File: src/rtl/seq_div_if.sv
// seq_div_if: start/busy/done handshake plus operand and result bus for seq_div.
// The divider connects through the slave modport, the requester through master.
interface seq_div_if #(
    parameter int DW = 32,
    parameter int VW = 16
);
    logic          start;
    logic [DW-1:0] dividend;
    logic [VW-1:0] divisor;
    logic          busy;
    logic          done;
    logic [DW-1:0] quotient;
    logic [VW-1:0] remainder;
    logic          div_by_zero;

    modport master (
        output start, dividend, divisor,
        input  busy, done, quotient, remainder, div_by_zero
    );

    modport slave (
        input  start, dividend, divisor,
        output busy, done, quotient, remainder, div_by_zero
    );
endinterface

File: src/rtl/seq_div.sv
// seq_div: iterative radix-2 restoring divider, DW-bit dividend / VW-bit divisor, one bit per clock.
// Define SEQ_DIV_SIGNED_EN for two's-complement operands (truncating division); default is unsigned.
module seq_div #(
    parameter int DW = 32,
    parameter int VW = 16
) (
    input  logic     clk,
    input  logic     rst_n,
    seq_div_if.slave bus
);
    localparam logic [1:0] S_IDLE = 2'd0;
    localparam logic [1:0] S_RUN  = 2'd1;
    localparam logic [1:0] S_DONE = 2'd2;
    localparam logic [1:0] S_ZERO = 2'd3;

    localparam int CW = (DW > 1) ? $clog2(DW) : 1;

    logic [1:0]    state;
    logic [CW-1:0] cnt;
    logic [DW-1:0] dvd;
    logic [VW-1:0] dvs;
    logic [VW:0]   prem;
    logic [DW-1:0] quo_r;
    logic [VW-1:0] rem_r;
    logic          dbz_r;

    logic          accept;
    logic          zero_div;
    logic [DW-1:0] op_a;
    logic [VW-1:0] op_b;
    logic [VW:0]   p_sh;
    logic [VW:0]   p_nxt;
    logic          qbit;
    logic [DW-1:0] q_raw;
    logic [DW-1:0] q_fin;
    logic [VW-1:0] r_fin;

`ifdef SEQ_DIV_SIGNED_EN
    logic q_neg;
    logic r_neg;
`endif

    assign accept   = bus.start && ((state == S_IDLE) || (state == S_DONE));
    assign zero_div = (bus.divisor == '0);

    always_comb begin
        op_a = bus.dividend;
        op_b = bus.divisor;
`ifdef SEQ_DIV_SIGNED_EN
        if (bus.dividend[DW-1]) op_a = -bus.dividend;
        if (bus.divisor[VW-1])  op_b = -bus.divisor;
`endif
    end

    // P never exceeds the divisor after an iteration, so its top bit can be dropped on the shift
    always_comb begin
        p_sh  = {prem[VW-1:0], dvd[DW-1]};
        qbit  = (p_sh >= {1'b0, dvs});
        p_nxt = qbit ? (p_sh - {1'b0, dvs}) : p_sh;
        q_raw = {dvd[DW-2:0], qbit};
        q_fin = q_raw;
        r_fin = p_nxt[VW-1:0];
`ifdef SEQ_DIV_SIGNED_EN
        if (q_neg) q_fin = -q_raw;
        if (r_neg) r_fin = -p_nxt[VW-1:0];
`endif
    end

    // dvd shifts the dividend out of the top while quotient bits fill from the bottom
    always_ff @(posedge clk or negedge rst_n) begin
        if (!rst_n) begin
            state <= S_IDLE;
            cnt   <= '0;
            dvd   <= '0;
            dvs   <= '0;
            prem  <= '0;
            quo_r <= '0;
            rem_r <= '0;
            dbz_r <= 1'b0;
`ifdef SEQ_DIV_SIGNED_EN
            q_neg <= 1'b0;
            r_neg <= 1'b0;
`endif
        end else begin
            case (state)
                S_IDLE, S_DONE: begin
                    if (accept) begin
                        dvd   <= zero_div ? bus.dividend : op_a;
                        dvs   <= op_b;
                        prem  <= '0;
                        cnt   <= '0;
                        state <= zero_div ? S_ZERO : S_RUN;
`ifdef SEQ_DIV_SIGNED_EN
                        q_neg <= bus.dividend[DW-1] ^ bus.divisor[VW-1];
                        r_neg <= bus.dividend[DW-1];
`endif
                    end else begin
                        state <= S_IDLE;
                    end
                end
                S_RUN: begin
                    dvd  <= q_raw;
                    prem <= p_nxt;
                    cnt  <= cnt + 1'b1;
                    if (cnt == CW'(DW - 1)) begin
                        quo_r <= q_fin;
                        rem_r <= r_fin;
                        dbz_r <= 1'b0;
                        state <= S_DONE;
                    end
                end
                default: begin
                    quo_r <= '1;
                    rem_r <= dvd[VW-1:0];
                    dbz_r <= 1'b1;
                    state <= S_DONE;
                end
            endcase
        end
    end

    assign bus.busy        = (state == S_RUN);
    assign bus.done        = (state == S_DONE);
    assign bus.quotient    = quo_r;
    assign bus.remainder   = rem_r;
    assign bus.div_by_zero = dbz_r;
endmodule
File: src/flat_wrapper.sv
// flat-port wrapper written by rule: the top's interface ports become plain ports
module seq_div_flat 
#(
    parameter int DW = 32,
    parameter int VW = 16
)
  (clk, rst_n, bus_start, bus_dividend, bus_divisor, bus_busy, bus_done, bus_quotient, bus_remainder, bus_div_by_zero);
  seq_div_if #(.DW(DW), .VW(VW)) bus_i ();
  input  logic clk;
  input  logic rst_n;
  input wire logic [$bits(bus_i.start)-1:0] bus_start;
  input wire logic [$bits(bus_i.dividend)-1:0] bus_dividend;
  input wire logic [$bits(bus_i.divisor)-1:0] bus_divisor;
  output wire logic [$bits(bus_i.busy)-1:0] bus_busy;
  output wire logic [$bits(bus_i.done)-1:0] bus_done;
  output wire logic [$bits(bus_i.quotient)-1:0] bus_quotient;
  output wire logic [$bits(bus_i.remainder)-1:0] bus_remainder;
  output wire logic [$bits(bus_i.div_by_zero)-1:0] bus_div_by_zero;
  assign bus_i.start = bus_start;
  assign bus_i.dividend = bus_dividend;
  assign bus_i.divisor = bus_divisor;
  assign bus_busy = bus_i.busy;
  assign bus_done = bus_i.done;
  assign bus_quotient = bus_i.quotient;
  assign bus_remainder = bus_i.remainder;
  assign bus_div_by_zero = bus_i.div_by_zero;
  seq_div #(.DW(DW), .VW(VW)) u_core (.clk(clk), .rst_n(rst_n), .bus(bus_i));
endmodule
File: config.mk
export PLATFORM = sky130hd
export DESIGN_NAME = seq_div_flat
export DESIGN_NICKNAME = d
export VERILOG_FILES = /design/src/rtl/seq_div_if.sv /design/src/rtl/seq_div.sv /design/src/flat_wrapper.sv
export SDC_FILE = /design/constraint.sdc
export NUM_CORES = 1
export LEC_CHECK = 0
export BUFFER_PORTS_ARGS = -buffer_cell sky130_fd_sc_hd__buf_4
export CORE_UTILIZATION = 36
export DETAILED_ROUTE_END_ITERATION = 10
export PLACE_DENSITY = 0.6
export REMOVE_ABC_BUFFERS = 1
export SETUP_SLACK_MARGIN = 0.5
export SLEW_MARGIN = 20
export SYNTH_ARGS = -nofsm -noshare
export SYNTH_HDL_FRONTEND = slang
export SYNTH_SLANG_ARGS = --single-unit
File: constraint.sdc
create_clock -name clk -period 2.6 [get_ports clk]
set_clock_uncertainty 0.1 [all_clocks]
set_input_delay 0.52 -clock clk [delete_from_list [all_inputs] [get_ports clk]]
set_output_delay 0.52 -clock clk [all_outputs]
set_load 0.01 [all_outputs]
==> results.toml <==
[pwr]
pwr-share-clk_pct = 18.3
ir_worst_vdd_mv = 0.703
p_per_area_nw_per_um2 = 1730
combPwrFrac_pct = 58.6
p_sw_share_pct = 39.9
total_power_uw = 14400
power.internal_uw = 8680
p_switching_uw = 5760
seq_power_share_pct = 23.2
p_leak_uw = 0.00342

[cts]
cts_buffer_depth = 2
cts.sinks = 120
path_clk_slew_ps = 60
cts_made_buffers = 17
cts.htree.levels = 4
cts-root-buf = "clkbuf_16"
cts_tree = "done"
clk_latency_ps = 430

[logic_synthesis]
synth-edff-count = 0
synth_cell_types = 50
netlist.area_leader.share_pct = 52.3
synth_cells = 580
ys_ff_latch = 120
synth-seq-area-share_pct = 52.3
synth_area_leaders = "dfrtp_1 52%, nand2_1 7.2%, o22a_1 4.7%, ha_1 3.9%, a31oi_1 3.6%"
syn_avg_cell_area_sq_um = 9.89
async_flop_share_pct = 100
netlist_area_sq_um = 5740
yosysWarnings = 0
synthFlopType = "dfrtp_1"
yosys.area.top_type = "dfrtp_1"

[min_path]
worst_hold_path_type = "primary input to flip-flop"

[placed_design]
portBuffers = 101
hpwl_microns = 10700
dpl_worst_slack_ps = -15.6
gp_congestion = 0.793

[sta]
min_period_ps = 2480
worst_slew_pin_slew_ps = 819
setup_ws_ps = 122
slew_violations = 0
whs_ps = 214
timing.final.hold_violations = 0
setup_viol = 0
fmaxAchievable_ghz = 0.403
relSlewSlack_pct = 45.4
rsz0062_at_grt = "yes"
fin_crit_sh_pct = 95.3

[global_route]
overflow = 0
grtUsageTotal_pct = 21.9
grt_pass1_vias = 5163
grt_first_pass_wirelength_microns = 27400
grt_max_degree = 81
antenna_found_initial = 0

[setup_path]
worstSetupStartpointType = "flip-flop"
arrival_ps = 2660
worst-path-max-fanout = 3
path_class = "flip-flop to flip-flop"
worst_ep_required_time_ps = 2780
worstSetupEndpointType = "flip-flop"

[finish]
drive_above_1_share_pct = 37.3
fillers = 1340
syn_to_final_growth_pct = 45.8
nets = 791
antenna_cells = 0
multi_input_area_sq_um = 3000
final-seq-area_sq_um = 3010

[floorplanning]
die_h_microns = 128
core-area_sq_um = 15400
fp.dieW_microns = 128
initial_core_util_pct = 37.3
pin_count = 102
rows = 45
dieArea_sq_um = 16400

[drt]
vias = 4980
ant_nets = 0
via_per_inst = 5.27
first_iter_violations = 310
first_pass_iters = 5
routedWlPerCell_microns = 17.9
drcViolationCount = 0
wl_microns = 17000

[run_status]
status = "finished, final reports clean"

[job]
drv_cap = 0
what timing repair did:
action	CTS	global route
gates resized for setup	104	14
gates cloned	3	0
endpoints found under the setup margin	36	67
pin swaps	16	8
endpoints found under the hold margin	31	0
setup buffers	32	2
hold buffers	1	0
per-layer routing:
layer / global-route usage [%] / share of wire (%) / vias to the layer above
li1: - / - / 2353
met1: 28.9 / 45 / 2471
met2: 35.0 / 48 / 129
met3: 4.34 / 4.4 / 27
met4: 9.34 / 2.1 / 0
met5: 0 / 0 / -
kinds of logic after synthesis:
kind of cell    synth area share [%]
mux                             2.79
compound gates                  21.2
flops                           52.3
buf+inv                         4.32
fa+ha+maj                       4.27
simple gates                    12.9
xor+xnor                        2.14
synthesized netlist by cell type (all sizes together), types with 2 or more instances:
| library cell | count |
|---|---|
| dfrtp | 120 |
| nand2 | 111 |
| o21ai | 59 |
| nor2 | 43 |
| a31oi | 33 |
| o22a | 31 |
| clkbuf | 30 |
| inv | 19 |
| ha | 18 |
| mux2i | 16 |
| a32oi | 15 |
| a21oi | 12 |
| buf | 10 |
| xnor2 | 7 |
| xor2 | 7 |
| nor4 | 5 |
| o21a | 5 |
| nand2b | 4 |
| nand3 | 4 |
| a21o | 3 |
| a22o | 3 |
| and3 | 3 |
| nand4 | 3 |
| a211oi | 2 |
| nor2b | 2 |
| o21bai | 2 |
cell usage in the layout, fill, tap and decap left out, types with 4 or more instances in the layout:
cell,instances
buf_4,146
o21ai_0,24
buf_12,4
nand2_1,108
inv_2,9
a21oi_2,4
o21ai_2,6
o21ai_1,29
bufinv_16,5
clkbuf_16,17
o21a_1,5
mux2i_4,14
xor2_1,6
xnor2_1,6
buf_6,8
nor2_1,39
a32oi_1,15
inv_1,10
a31oi_1,31
dfrtp_2,8
o22a_1,31
ha_1,4
a21oi_1,7
ha_4,14
nor4_1,5
dfrtp_1,112
power by group through the flow:
stage / clock network [uW] / logic [uW] / registers (uW)
after global routing: 2740 / 9070 / 3440
final: 2640 / 8460 / 3350
after detailed placement: 0 / 5360 / 3320
after CTS: 2670 / 8050 / 3340
after floorplan: 0 / 3530 / 3250
after global placement: 0 / 5220 / 3300
worst paths after layout:
kind / from / endpoint / slack (ps) / cells after the start
min in group asynchronous: rst_n / u_core.dvd[28]$_DFFE_PN0P_ / 490 / 2
max reg2reg: u_core.dvd[31]$_DFFE_PN0P_ / u_core.prem[14]$_DFFE_PN0P_ / 120 / 11
min reg2reg: u_core.bus.quotient[10]$_DFFE_PN0P_ / u_core.bus.quotient[10]$_DFFE_PN0P_ / 390 / 1
min: bus_divisor[9] / u_core.dvs[9]$_DFFE_PN0P_ / 210 / 3
max in group asynchronous: rst_n / u_core.bus.quotient[20]$_DFFE_PN0P_ / 1190 / 3
max: u_core.dvd[31]$_DFFE_PN0P_ / u_core.prem[14]$_DFFE_PN0P_ / 120 / 11
worst max-delay path, stage by stage (launching register included):
cell and delay [ps]:
dfrtp_1 370, inv_2 80, ha_4 140, inv_2 40
fa_2 340, a21o_1 220, a221oi_4 290, o31a_2 220
a31oi_4 100, xor2_1 170, mux2i_1 190, o21ai_1 80
through the flow:
stage	cell area [sq um]	TNS [ps]	utilization (%)	instances
finish	8370	0	54.4	945
global route	8370	0	54.4	945
CTS	8290	0	53.9	943
detailed placement	6820	-22.0	44.3	875
global placement	6820	0	44.3	875
floorplan	5560	-116180	-	540
cell type report:
class	instances	share of cell area [%]
Tap cell	211	3.16
Timing Repair Buffer	162	16.2
Inverter	19	0.852
Clock buffer	19	5.29
Sequential cell	120	36.0
Multi-Input combinational cell	401	35.8
Clock inverter	13	2.60
registers in the layout (all words and copies together) (netlist names):
register	count
u_core.bus.div_by_zero	1
u_core.dvd	32
u_core.state	2
u_core.dvs	16
u_core.cnt	5
u_core.bus.remainder	16
u_core.prem	16
u_core.bus.quotient	32
Power figures use the tool's default switching activity.
